--- src/rtl/cov_sum_accum.sv ---
// Unique-coverage accumulator: sticky seen bitmap, first-hit popcount pipeline,
// saturating running total and a drained snapshot handshake for round end.
module cov_sum_accum #(
    parameter int NUM_POINTS = 64,
    parameter int COV_WIDTH  = 30
) (
    input  logic                  clock,
    input  logic                  reset,
    input  logic                  cov_valid,
    input  logic [NUM_POINTS-1:0] cov_hit,
    input  logic                  clear,
    input  logic                  snap_req,
    output logic                  snap_ack,
    output logic [COV_WIDTH-1:0]  snap_sum,
    output logic [COV_WIDTH-1:0]  cov_sum,
    output logic                  new_hit,
    output logic                  saturated
);

    // state  | meaning
    // IDLE   | waiting for snap_req
    // DRAIN1 | hits from the request cycle moving through S2
    // DRAIN2 | request-cycle hits land in S3; snap_sum captured on exit
    // ACK    | snap_ack high, snap_sum valid
    typedef enum logic [1:0] {IDLE, DRAIN1, DRAIN2, ACK} snap_state_t;

    localparam int CNT_W = $clog2(NUM_POINTS + 1);
    localparam int SUM_W = ((COV_WIDTH > CNT_W) ? COV_WIDTH : CNT_W) + 1;
    localparam logic [COV_WIDTH-1:0] SUM_MAX = '1;

    logic [NUM_POINTS-1:0] seen;
    logic [NUM_POINTS-1:0] new_mask;
    logic [CNT_W-1:0]      cnt;
    logic [CNT_W-1:0]      pop;
    logic [3:0]            byte_pop;
    logic [SUM_W-1:0]      sum_wide;
    logic [COV_WIDTH-1:0]  sum_next;
    snap_state_t           state, state_next;
    logic                  capture;

    // S1: first-time hits only; hits in a clear cycle are dropped entirely
    always_ff @(posedge clock or posedge reset) begin
        if (reset) begin
            seen     <= '0;
            new_mask <= '0;
        end else if (clear) begin
            seen     <= '0;
            new_mask <= '0;
        end else if (cov_valid) begin
            seen     <= seen | cov_hit;
            new_mask <= cov_hit & ~seen;
        end else begin
            new_mask <= '0;
        end
    end

    // S2: popcount as a sum of byte popcounts
    always_comb begin
        pop      = '0;
        byte_pop = '0;
        for (int b = 0; b < NUM_POINTS / 8; b++) begin
            byte_pop = '0;
            for (int i = 0; i < 8; i++) begin
                byte_pop = byte_pop + {3'b000, new_mask[b*8+i]};
            end
            pop = pop + CNT_W'(byte_pop);
        end
    end

    always_ff @(posedge clock or posedge reset) begin
        if (reset)      cnt <= '0;
        else if (clear) cnt <= '0;
        else            cnt <= pop;
    end

    assign new_hit = |cnt;

    // S3: saturating accumulate; sum_wide is wide enough that cnt never wraps it
    always_comb begin
        sum_wide = SUM_W'(cov_sum) + SUM_W'(cnt);
        sum_next = (sum_wide > SUM_W'(SUM_MAX)) ? SUM_MAX : sum_wide[COV_WIDTH-1:0];
    end

    always_ff @(posedge clock or posedge reset) begin
        if (reset) begin
            cov_sum   <= '0;
            saturated <= 1'b0;
        end else if (clear) begin
            cov_sum   <= '0;
            saturated <= 1'b0;
        end else begin
            cov_sum   <= sum_next;
            saturated <= saturated | (sum_next == SUM_MAX);
        end
    end

    always_ff @(posedge clock or posedge reset) begin
        if (reset) state <= IDLE;
        else       state <= state_next;
    end

    always_comb begin
        state_next = state;
        if (clear) begin
            state_next = IDLE;
        end else begin
            case (state)
                IDLE:    if (snap_req) state_next = DRAIN1;
                DRAIN1:  state_next = DRAIN2;
                DRAIN2:  state_next = ACK;
                ACK:     state_next = IDLE;
                default: state_next = IDLE;
            endcase
        end
    end

    always_comb begin
        snap_ack = (state == ACK);
        capture  = (state == DRAIN2) && !clear;
    end

    // Capture the value S3 is about to register so snap_sum is valid alongside the ack
    always_ff @(posedge clock or posedge reset) begin
        if (reset)        snap_sum <= '0;
        else if (capture) snap_sum <= sum_next;
    end

    mono_chk: assert property (@(posedge clock) disable iff (reset)
        !clear |=> (cov_sum >= $past(cov_sum)));

endmodule

--- config.mk ---
export PLATFORM = sky130hd
export DESIGN_NAME = cov_sum_accum
export DESIGN_NICKNAME = d
export VERILOG_FILES = /design/src/rtl/cov_sum_accum.sv
export SDC_FILE = /design/constraint.sdc
export NUM_CORES = 1
export LEC_CHECK = 0
export ABC_CLOCK_PERIOD_IN_PS = 8400
export CAP_MARGIN = 40
export CORE_UTILIZATION = 40
export CTS_CLUSTER_SIZE = 20
export DETAILED_ROUTE_END_ITERATION = 16
export RECOVER_POWER = 25
export SKIP_CTS_REPAIR_TIMING = 1
export SYNTH_ARGS = -nofsm -noshare
export SYNTH_HDL_FRONTEND = slang
export SYNTH_SLANG_ARGS = --single-unit
--- constraint.sdc ---
create_clock -name clock -period 8.4 [get_ports clock]
set_input_delay 1.68 -clock clock [delete_from_list [all_inputs] [get_ports clock]]
set_output_delay 1.68 -clock clock [all_outputs]
set_load 0.05 [all_outputs]
### Word-level counts from Yosys, hierarchy flattened

Index checks and enable logic that the tools add are counted.

* bits in registers: 198
* input bits: 69
* output and inout bits: 63
* logic and storage cells: 97

* $add $sub $neg: 64
* magnitude comparators: 1
* eq/ne operators: 5
* multiplexer cells: 11
* bitwise gates (word level): 4
* reduce and logical (&&, ||, !) cells: 5

Operators with widths (count)
* 2-to-1 mux 64 bit: 4
* adder 4 x 1 -> 4 bit: 32
* AND 64 bit: 1
* inverter 64 bit: 1
* bitwise OR 64 bit: 1
* 2-to-1 mux 30 bit: 2
* adder 3 x 1 -> 4 bit: 8
* adder 30 x 7 -> 31 bit: 1
* greater-than comparator 31 x 30 -> 1 bit, second input constant: 1
* equality test 30 bit, second input constant: 1
* adder 7 x 4 -> 7 bit: 4
* adder 2 x 1 -> 3 bit: 8
* adder 1 x 1 -> 2 bit: 8
* one-hot mux 2 bit (4 select lines): 1
* adder 6 x 4 -> 7 bit: 1
* 2-to-1 mux 7 bit: 1
* OR reduction 7 bit: 1
* adder 5 x 4 -> 6 bit: 1
* adder 4 x 4 -> 5 bit: 1
* equality test 2 bit, second input constant: 2
* 2-to-1 mux 2 bit: 2
* != test 3 bit, second input constant: 1
* equality test 2 x 1 -> 1 bit, second input constant: 1
* logical NOT 2 bit: 1
* other kinds (5): 5

### Longest topological paths before layout

Gate-level depths: netlist of run 1.

* word-level depth: 15
* gate-level depth with buffers: 21
* mapped depth without buffers: 21

### Worst setup path before layout of run 1

No wires, ideal clock.

* path kind: flip-flop to flip-flop
* start: register new_mask[35]
* end: register cnt[5]
* setup time: 0.132 ns
* arrival: 5.758 ns
* required time: 8.268 ns
* path slack: 2.511 ns
* cell stages (with the launch flop): 22
* path buffers: 0
* period minus slack after synthesis: 5.889 ns
* cell sequence: dfrtp_1 inv_1 fa_1 inv_1 fa_1 fa_1 inv_1 fa_1 inv_1 fa_1 fa_1 fa_1 inv_1 fa_1 inv_1 ha_1 a21o_1 a21o_1 a21o_1 a21oi_1 xor2_1 nor2_1

* cells in the longest elaborated chain, start to end: 10

RTL lines
* start, declared: RTL line 32 `logic [NUM_POINTS-1:0] new_mask;`
* start signal, assigned: RTL line 51 `new_mask <= cov_hit & ~seen;`
* adder 3 x 1 -> 4 bit: RTL line 64 `byte_pop = byte_pop + {3'b000, new_mask[b*8+i]};`
* adder 4 x 1 -> 4 bit (4 in a row): RTL line 64
* adder 7 x 4 -> 7 bit (4 in a row): RTL line 66 `pop = pop + CNT_W'(byte_pop);`
* 2-to-1 mux 7 bit: RTL line 72 `else if (clear) cnt <= '0;`
* end signal, assigned: RTL line 73 `else cnt <= pop;`
* end, declared: RTL line 33 `logic [CNT_W-1:0] cnt;`

No other way between the ends.
A chain may end at the register's enable or synchronous reset.

### Worst setup path in the final report of run 1

Ends and elaborated chain as after synthesis.

==> summary.txt, run 1 <==
Outcome
  • Status: complete, but fails checks
  • Failing checks: capacitance limit, slew limit

Critical path
  • Critical path required time: 8.69 ns
  • Startpoint types: flip-flop
  • Arrival @ worst endpoint: 6.32 ns
  • Crit Path Class: reg -> reg
  • Crit Path Max Fanout: 2
  • Critical path capture point type: flip-flop

Finish
  • Area grow syn2layout: 22.9%
  • Antenna cells: 0
  • Share of layout cells above drive strength 1: 6.45%
  • Filler instances: ~2200
  • Finished layout cell area: between 10000 and 15000 um2
  • Nets: between 1000 and 1500
  • Layout Cells excl Fill: roughly 1300

Synth
  • Sequential-to-total area share from yosys stat: 51.0%
  • Synthesized net count: 1043
  • YS warnings: 0
  • Syn Area/Cell: ~11 um2
  • Syn Inst Count: 894
  • Top_reg_cell synth: dfrtp_1
  • Synth cell types: between 60 and 70
  • Synth async-reset ratio: 100%
  • FF+latch count, synth: roughly 200
  • Post-Syn Area: between 9000 and 10000 um2
  • EDFF count, synth: 0

Clock network
  • H-tree depth: 4
  • Clock tree buffer depth: 2
  • Sink Count: a little under 200
  • TritonCTS Buffers: 17
  • TritonCTS clock tree: yes
  • Clock Tree Root: clkbuf_16
  • Worst-path clk slew: approximately 0.080 ns
  • Worst skew pair latency: 0.44 ns

Floorplanning
  • Initial Utilization: 41.1%
  • Site Rows: 56
  • Core footprint: ~24000 um2
  • I/O pins: 132
  • Die ar.: ~25000 um2
  • Die Y: 158 um
  • Die width: between 150 and 200 um

Power and ir drop
  • Power density over cell area: roughly 230 nW/um2
  • Comb pwr share: a little under a third
  • Lkg Pwr: about 5.5 nW
  • Sequential Power Share: a little under two fifths
  • VDD IR max: between 0.15 and 0.2 mV
  • Sw power: ~960 uW
  • Internal power: between 1.5 and 2 mW
  • Fraction of power consumed by the clock network: a little under a third
  • Switching Fraction: approximately a third

Placement
  • Port bufs: 131
  • Post-placement cell area: around 11000 um2
  • Final HPWL DP: between 15000 and 20000 um
  • Dpl ws: approximately 2.3 ns
  • Routability Congestion: 0.863
  • Dpl cells: between 1000 and 1500

Global routing
  • GRT overflow: 0
  • Global Route Usage Sum: between 10% and 20%
  • Largest net degree at the start of global routing: roughly 120
  • Global-route wire length before repair: 34800 um
  • Vias in the first global route: approximately 6600
  • Initial antenna violation count: 1

STA
  • Final Cycle Share: 71.8%
  • Final setup vio count: 0
  • Clock Skews: between 0.01 and 0.015 ns
  • Total Neg Setup Slack: 0 ns
  • Worst hold margin: about 0.43 ns
  • RSZ-0062 raised after global routing: false
  • PnR worst setup slack: approximately 2.4 ns
  • Fin. Hold Viols: 0
  • Slew Limit Fails: ~190
  • Worst slew pin tran: approximately 3.3 ns
  • Worst rel slew slack: -119%
  • F_max: approximately 170 MHz
  • Tmin final: a little over 6 ns

Routing
  • Post-DR wirelength/cell: about 16 um
  • DR iter-0 viols: 308
  • Residual DRC: 0
  • Via count: roughly 6600
  • Pre-antenna DRT Iters: 4
  • Routed WL: between 20000 and 25000 um
  • Post-route ant nets: 0
  • Via-per-instance ratio: 4.89

Min path
  • Class of the worst hold path: reg -> reg

Flow run
  • Maxcap violations: 2
==> cell usage after synthesis, drive strengths merged (2+ instances only) <==
cell	n	share of area, %
inv	105	4.1
mux2i	6	0.62
a2111oi	5	0.72
and3	6	0.39
and2	3	0.22
buf	9	0.66
nor4	2	0.13
nand2b	5	0.32
fa	55	11
o22ai	3	0.19
o21a	2	0.15
ha	25	3.2
o21ai	33	1.8
nor3	5	0.26
nand3	8	0.52
nor3b	65	5.0
nor2b	4	0.26
and4b	2	0.21
and4	8	0.75
a21oi	75	4.0
nand2	44	1.7
nand4	8	0.58
o2111ai	3	0.27
clkbuf	32	1.2
nor2	125	4.9
a31oi	5	0.48
xnor2	10	0.90
xor2	10	0.90
a21o	11	0.94
o211ai	4	0.45
a211oi	6	0.57
dfrtp	198	51
==> cell usage in the layout, fill, tap and decap left out, drive strengths merged, types with 10 or more instances in the layout <==
cell / instances
clkbuf: 19
fa: 55
inv: 112
xor2: 10
a21oi: 75
dfrtp: 198
ha: 25
xnor2: 10
o21ai: 33
a21o: 11
clkdlybuf4s50: 127
nor2: 125
nand2: 44
nor3b: 65
==> state kept, by name, summed over array words and instances, names as in the netlist <==
| register | count |
|---|---|
| state | 2 |
| new_mask | 64 |
| seen | 64 |
| snap_sum | 30 |
| cov_sum | 30 |
| cnt | 7 |
| saturated | 1 |
==> worst max-delay path, cell delays in order, from the launching register on <==
cell,delay (ns)
dfrtp_1,0.33
inv_1,0.05
fa_1,0.52
inv_1,0.05
fa_1,0.41
fa_1,0.54
inv_1,0.05
fa_1,0.53
inv_1,0.06
fa_1,0.52
fa_1,0.44
fa_1,0.54
inv_1,0.05
fa_1,0.58
inv_1,0.06
ha_1,0.28
a21o_1,0.15
a21o_1,0.19
a21o_1,0.17
a21oi_1,0.17
xor2_1,0.15
nor2_1,0.05
==> cells by family after synthesis <==
logic type / Yosys count / synth area share [%]
AND/OR/NAND/NOR: 289 / 15.6
flip-flops: 198 / 51.0
AO/OA/AOI/OAI: 155 / 10.4
buffers and inverters: 146 / 5.95
adder cells (fa/ha/maj): 80 / 14.6
XOR/XNOR: 20 / 1.80
multiplexers: 6 / 0.619
==> per-stage QoR <==
step / power (mW) / utilization, %
2_1_floorplan: 1.76 / -
4_1_cts: 2.84 / 50.6
3_5_place_dp: 1.99 / 48.1
3_3_place_gp: 1.97 / 47.8
6_report: 2.79 / 50.5
5_1_grt: 3.01 / 50.5
==> layout make-up <==
type / count / area, um2 / area share [%]
Clock buffer: 17 / 425 / 3.57
Clock inverter: 15 / 181 / 1.52
Inverter: 105 / 402 / 3.37
Multi-Input combinational cell: 550 / 4180 / 35.0
Sequential cell: 198 / 4950 / 41.5
Tap cell: 319 / 399 / 3.34
Timing Repair Buffer: 139 / 1390 / 11.6
==> layer usage <==
metal / part of all wire [%] / global-route usage [%] / routed length [um] / vias to the layer above
met1: 47 / 26.2 / 10100 / 3244
li1: - / - / - / 3168
met4: 1.2 / 5.41 / 251 / 0
met5: 0 / 0 / 0 / -
met2: 47 / 28.9 / 10100 / 134
met3: 3.9 / 3.18 / 827 / 16
==> power groups by stage <==
| stage | Clock [mW] | Sequential (mW) | Combinational, mW |
|---|---|---|---|
| detailed placement | 0 | 1.09 | 0.906 |
| global route | 0.901 | 1.07 | 1.03 |
| finish | 0.836 | 1.06 | 0.890 |
| floorplan | 0 | 1.14 | 0.616 |
| global placement | 0 | 1.08 | 0.890 |
| CTS | 0.862 | 1.07 | 0.912 |
==> path summary, 6_finish.rpt <==
check | depth (start not counted) | from | slack (ns) | end
setup reg to reg | 21 | new_mask[35] | 2.37 | cnt[5]
max in group asynchronous | 5 | reset | 3.50 | new_mask[30]
hold / removal | 1 | seen[28] | 0.43 | new_mask[28]
setup / recovery | 21 | new_mask[35] | 2.37 | cnt[5]
hold reg to reg | 1 | seen[28] | 0.43 | new_mask[28]
min in group asynchronous | 2 | reset | 1.60 | state[0]
No activity file was read; power rests on OpenSTA's default activity.
==> run 2, diff against run 1 <==
--- a/config.mk
+++ b/config.mk
@@ -5,7 +5,7 @@
 export SDC_FILE = /design/constraint.sdc
 export NUM_CORES = 1
 export LEC_CHECK = 0
-export ABC_CLOCK_PERIOD_IN_PS = 8400
+export ABC_CLOCK_PERIOD_IN_PS = 5100
 export CAP_MARGIN = 40
 export CORE_UTILIZATION = 40
 export CTS_CLUSTER_SIZE = 20
==> constraint.sdc (replaced) <==
create_clock -name clock -period 5.1 [get_ports clock]
set_input_delay 1.02 -clock clock [delete_from_list [all_inputs] [get_ports clock]]
set_output_delay 1.02 -clock clock [all_outputs]
set_load 0.05 [all_outputs]
==> summary.txt, run 2 (synthesis gave the netlist of run 1 again) <==
Outcome
  • Status: complete, but fails checks
  • Failing checks: capacitance limit, slew limit, setup timing

Power and ir drop
  • Internal power: around 3.1 mW
  • Power density over cell area: 396 nW/um2
  • Lkg Pwr: approximately 5.5 nW
  • VDD IR max: between 0.2 and 0.3 mV
  • Sw power: ~1.6 mW
  • Switching Fraction: 34.4%
  • Fraction of power consumed by the clock network: approximately 28%
  • Sequential Power Share: between 30% and 40%
  • Comb pwr share: about a third

Global routing
  • Largest net degree at the start of global routing: 148
  • Initial antenna violation count: 0
  • Vias in the first global route: 6690
  • Global Route Usage Sum: a little under a fifth
  • GRT overflow: 0
  • Global-route wire length before repair: 35000 um

STA
  • RSZ-0062 raised after global routing: true
  • Fin. Hold Viols: 0
  • Worst slew pin tran: ~3.2 ns
  • Final setup vio count: 6
  • Slew Limit Fails: about 120
  • Worst rel slew slack: -111%
  • PnR worst setup slack: -0.610 ns
  • Clock Skews: approximately 0.016 ns
  • Final Cycle Share: 112%
  • Total Neg Setup Slack: -2.91 ns
  • Tmin final: ~5.7 ns
  • F_max: 175 MHz
  • Worst hold margin: 0.427 ns

Critical path
  • CP cell instances: inv_2 -> fa_1 -> inv_1 -> fa_2 -> inv_2 -> fa_2 -> fa_1 -> fa_1 -> fa_1 -> fa_2 -> fa_1 -> inv_2 -> ha_4 -> buf_6 -> a21o_1 -> a21o_1 -> a21o_1 -> a21oi_2 -> xor2_1 -> nor2_1
  • FF-to-FF path depth: 20
  • Critical path capture point type: flip-flop
  • Crit Path Class: reg -> reg
  • Most used cell, CP: fa_1
  • R2R Path Start: new_mask[47]
  • Crit path max-delay cell type: fa_1
  • Startpoint types: flip-flop
  • CP Launch Point: new_mask[47]
  • Arrival @ worst endpoint: roughly 6 ns
  • Crit Path Max Fanout: 2
  • Critical path required time: 5.41 ns
  • Largest stage delay, worst path: ~0.55 ns

Routing
  • Post-route ant nets: 0
  • Via-per-instance ratio: 4.93
  • Via count: ~6700
  • Residual DRC: 0
  • Post-DR wirelength/cell: 15.6 um
  • Routed WL: roughly 21000 um
  • DR iter-0 viols: ~300
  • Pre-antenna DRT Iters: 4

Floorplanning
  • Initial Utilization: ~41%
  • Die ar.: approximately 25000 um2
  • Die Y: 158 um
  • Core footprint: approximately 24000 um2
  • Die width: ~160 um
  • I/O pins: 132
  • Site Rows: between 50 and 60

Finish
  • Largest registers: new_mask x64, seen x64
  • Most common cell after layout, fill and taps aside: dfrtp_1
  • Area grow syn2layout: 24.1%
  • Most frequent cells in the layout: dfrtp_1, clkdlybuf4s50_1, nor2_1
  • Antenna cells: 0
  • Post-Route Utilization: just over 50%
  • Share of layout cells above drive strength 1: under 10%
  • Nets: ~1200
  • Finished layout cell area: between 10000 and 15000 um2

Min path
  • Min-delay src: seen[41]
  • Hold depth: 1
  • Class of the worst hold path: reg -> reg

Flow run
  • Maxcap violations: 2

Clock network
  • Worst-path clk slew: around 0.080 ns
  • TritonCTS Buffers: 17
  • Clock Tree Root: clkbuf_16
  • H-tree depth: 4
  • Clock tree buffer depth: 2
  • Worst skew pair latency: ~0.44 ns
  • TritonCTS clock tree: yes
  • Sink Count: 198

Placement
  • Final HPWL DP: 15200 um
  • Port bufs: ~130
  • Routability Congestion: 0.867
  • Post-placement cell area: between 10000 and 15000 um2
-- run 2: layout make-up --
type | count | area (um2)
clock buffers | 17 | 425
clock inverters | 15 | 181
fillers | 2184 | 11600
inverters | 105 | 395
multi-input cells | 550 | 4230
flip-flops and latches | 198 | 4950
well taps | 319 | 399
repair buffers | 145 | 1460
-- run 2: per-layer routing --
metal  track usage (%)  vias to the layer above  part of all wire, %
met5                 0                        -                    0
met4              5.13                        0                 0.97
met3              3.26                       14                  4.4
met2              28.9                      144                   48
met1              26.2                     3307                   47
li1                  -                     3187                    -
-- run 2: stage by stage --
step / instances / setup slack (ns) / total power, mW
detailed placement: 1316 / -0.623 / 3.36
CTS: 1348 / -0.665 / 4.73
floorplan: 894 / -0.454 / 2.88
finish: 1349 / -0.610 / 4.77
global placement: 1314 / -0.614 / 3.33
global route: 1349 / -0.816 / 5.15
-- run 2: critical path: cells and delay by family, from the launching register on --
family          cells  cell delay (ns)
compound gates      4             0.58
xor+xnor            1             0.14
fa+ha+maj           9             4.17
buf+inv             5             0.28
flops               1             0.35
simple gates        1             0.05
-- run 2: path summary, 6_finish.rpt --
| kind | to | slack, ns |
|---|---|---|
| worst min register to register | new_mask[41] | 0.43 |
| min in group asynchronous | new_mask[59] | 1.25 |
| max in group asynchronous | cov_sum[1] | 1.44 |
| worst max register to register | cnt[5] | -0.61 |
| worst min-delay path | new_mask[41] | 0.43 |
| worst max-delay path | cnt[5] | -0.61 |
-- run 2: power groups by stage --
stage | registers, mW | clock network [mW] | logic [mW]
floorplan | 1.88 | 0 | 1.00
global placement | 1.77 | 0 | 1.56
detailed placement | 1.78 | 0 | 1.59
CTS | 1.75 | 1.39 | 1.59
global route | 1.76 | 1.45 | 1.94
finish | 1.74 | 1.35 | 1.68
==> run 3, diff against run 2 <==
--- a/config.mk
+++ b/config.mk
@@ -7,9 +7,10 @@
 export LEC_CHECK = 0
 export ABC_CLOCK_PERIOD_IN_PS = 5100
 export CAP_MARGIN = 40
-export CORE_UTILIZATION = 40
+export CORE_UTILIZATION = 50
 export CTS_CLUSTER_SIZE = 20
 export DETAILED_ROUTE_END_ITERATION = 16
+export PLACE_DENSITY = 0.77
 export RECOVER_POWER = 25
 export SKIP_CTS_REPAIR_TIMING = 1
 export SYNTH_ARGS = -nofsm -noshare
==> summary.txt, run 3 (synthesis gave the netlist of run 1 again) <==
Routing
  • Pre-antenna DRT Iters: 5
  • Via-per-instance ratio: between 5 and 6
  • DR iter-0 viols: approximately 370
  • Routed WL: approximately 21000 um
  • Via count: between 6000 and 7000
  • Post-route ant nets: 0
  • Residual DRC: 0
  • Post-DR wirelength/cell: 16.2 um

Power and ir drop
  • Power density over cell area: roughly 400 nW/um2
  • Lkg Pwr: around 5.5 nW
  • Tot Pwr: around 4.8 mW
  • VDD IR max: between 0.2 and 0.3 mV

STA
  • Tmin final: slightly below 6 ns
  • Clock Skews: 0.00800 ns
  • Worst hold margin: roughly 0.42 ns
  • F_max: ~170 MHz
  • Fin. Hold Viols: 0
  • Worst slew pin tran: around 1.0 ns
  • Worst rel slew slack: a little under a third
  • Slew Limit Fails: 0
  • Final setup vio count: 6
  • Final Cycle Share: 113%
  • Total Neg Setup Slack: -3.16 ns
  • RSZ-0062 raised after global routing: true
  • PnR worst setup slack: -0.666 ns

Clock network
  • Worst-path clk slew: approximately 0.070 ns
  • TritonCTS Buffers: 17
  • TritonCTS clock tree: yes
  • H-tree depth: 4
  • Clock Tree Root: clkbuf_16
  • Sink Count: 198
  • Worst skew pair latency: 0.44 ns
  • Clock tree buffer depth: 2

Floorplanning
  • Core footprint: approximately 19000 um2
  • Die Y: roughly 140 um
  • Site Rows: 50
  • I/O pins: 132
  • Initial Utilization: between 50% and 60%
  • Die ar.: ~20000 um2
  • Die width: 141 um

Critical path
  • FF-to-FF setup slack: -0.67 ns
  • Crit Path Class: reg -> reg
  • FF-to-FF path depth: 21
  • Startpoint types: flip-flop
  • Crit Path Max Fanout: 2
  • FF-to-FF End: cnt[5]
  • Arrival @ worst endpoint: between 6 and 7 ns
  • Critical path capture point type: flip-flop
  • Critical path required time: ~5.4 ns
  • R2R Path Start: new_mask[35]

Finish
  • Most frequent cells in the layout: dfrtp_1, clkdlybuf4s50_1, nor2_1
  • Finished layout cell area: 12000 um2
  • Post-Route Utilization: a little over three fifths
  • Area grow syn2layout: 23.2%
  • Largest registers: new_mask x64, seen x64
  • Share of layout cells above drive strength 1: a little under a tenth
  • Most common cell after layout, fill and taps aside: dfrtp_1
  • Nets: roughly 1200

Global routing
  • Largest net degree at the start of global routing: 199
  • Global-route wire length before repair: between 30000 and 40000 um
  • Global Route Usage Sum: between 20% and 30%
  • GRT overflow: 0
  • Initial antenna violation count: 1
  • Vias in the first global route: around 6800

Placement
  • Final HPWL DP: about 15000 um
  • Port bufs: around 130
  • Routability Congestion: 0.893
  • Post-placement cell area: between 10000 and 15000 um2

Outcome
  • Failing checks: setup timing
  • Status: complete, but fails checks

Min path
  • Class of the worst hold path: reg -> reg
  • Min-delay src: seen[59]
  • Hold Path Sink: new_mask[59]
  • Hold depth: 1

Flow run
  • Maxcap violations: 0
-- run 3: cell count changes in the layout (fill, tap and decap cells not counted), sizes merged --
cell,previous run,this run
diode,0,1
clkdlybuf4s50,127,128
clkinvlp,3,2
bufinv,0,1
clkbuf,20,17
buf,13,15
dlygate4sd3,2,1
-- run 3: how the worst max path moves through the flow --
stage,start,endpoint,cells after the start
global route,new_mask[35],cnt[6],21
detailed placement,new_mask[47],cnt[6],21
global placement,new_mask[47],cnt[4],20
floorplan,new_mask[47],cnt[5],21
finish,new_mask[35],cnt[5],21
CTS,new_mask[31],cnt[5],21
-- run 3: layout make-up --
| class | count | area [um2] |
|---|---|---|
| fill | 1517 | 6930 |
| sequential | 198 | 4950 |
| multi-input combinational | 550 | 4240 |
| timing repair buffer | 144 | 1450 |
| clock buffer | 17 | 425 |
| inverter | 105 | 398 |
| tap | 260 | 325 |
| clock inverter | 15 | 168 |
| antenna | 1 | 2.50 |
-- run 3: critical path, stage by stage, from the launching register on --
cell	delay, ns
dfrtp_1	0.35
inv_2	0.04
fa_1	0.53
inv_1	0.05
fa_2	0.52
inv_2	0.04
fa_2	0.32
fa_1	0.50
inv_2	0.04
fa_1	0.49
fa_1	0.52
fa_1	0.49
inv_1	0.05
fa_1	0.50
inv_1	0.05
ha_1	0.26
a21o_1	0.17
a21o_1	0.16
a21o_1	0.17
a21oi_2	0.14
xor2_1	0.18
nor2_1	0.05
-- run 3: metal layers --
metal / vias to the layer above / routed length, um / track usage [%] / share of wire (%)
li1: 3179 / - / - / -
met1: 3355 / 9320 / 31.5 / 45
met2: 187 / 10300 / 36.3 / 50
met3: 19 / 904 / 3.98 / 4.3
met4: 0 / 287 / 7.04 / 1.4
met5: - / 0 / 0 / 0
-- run 3: stage by stage --
step	setup WS [ns]	cells
floorplan	-0.454	894
global placement	-0.545	1254
detailed placement	-0.658	1256
CTS	-0.723	1288
global route	-0.849	1290
finish	-0.666	1290
-- run 3: report_power, final --
| part | switching, mW | internal (mW) | leakage (nW) | total (mW) |
|---|---|---|---|---|
| logic | 0.928 | 0.801 | 2.50 | 1.73 |
| clock network | 0.649 | 0.697 | 0.288 | 1.35 |
| registers | 0.0682 | 1.68 | 2.67 | 1.75 |
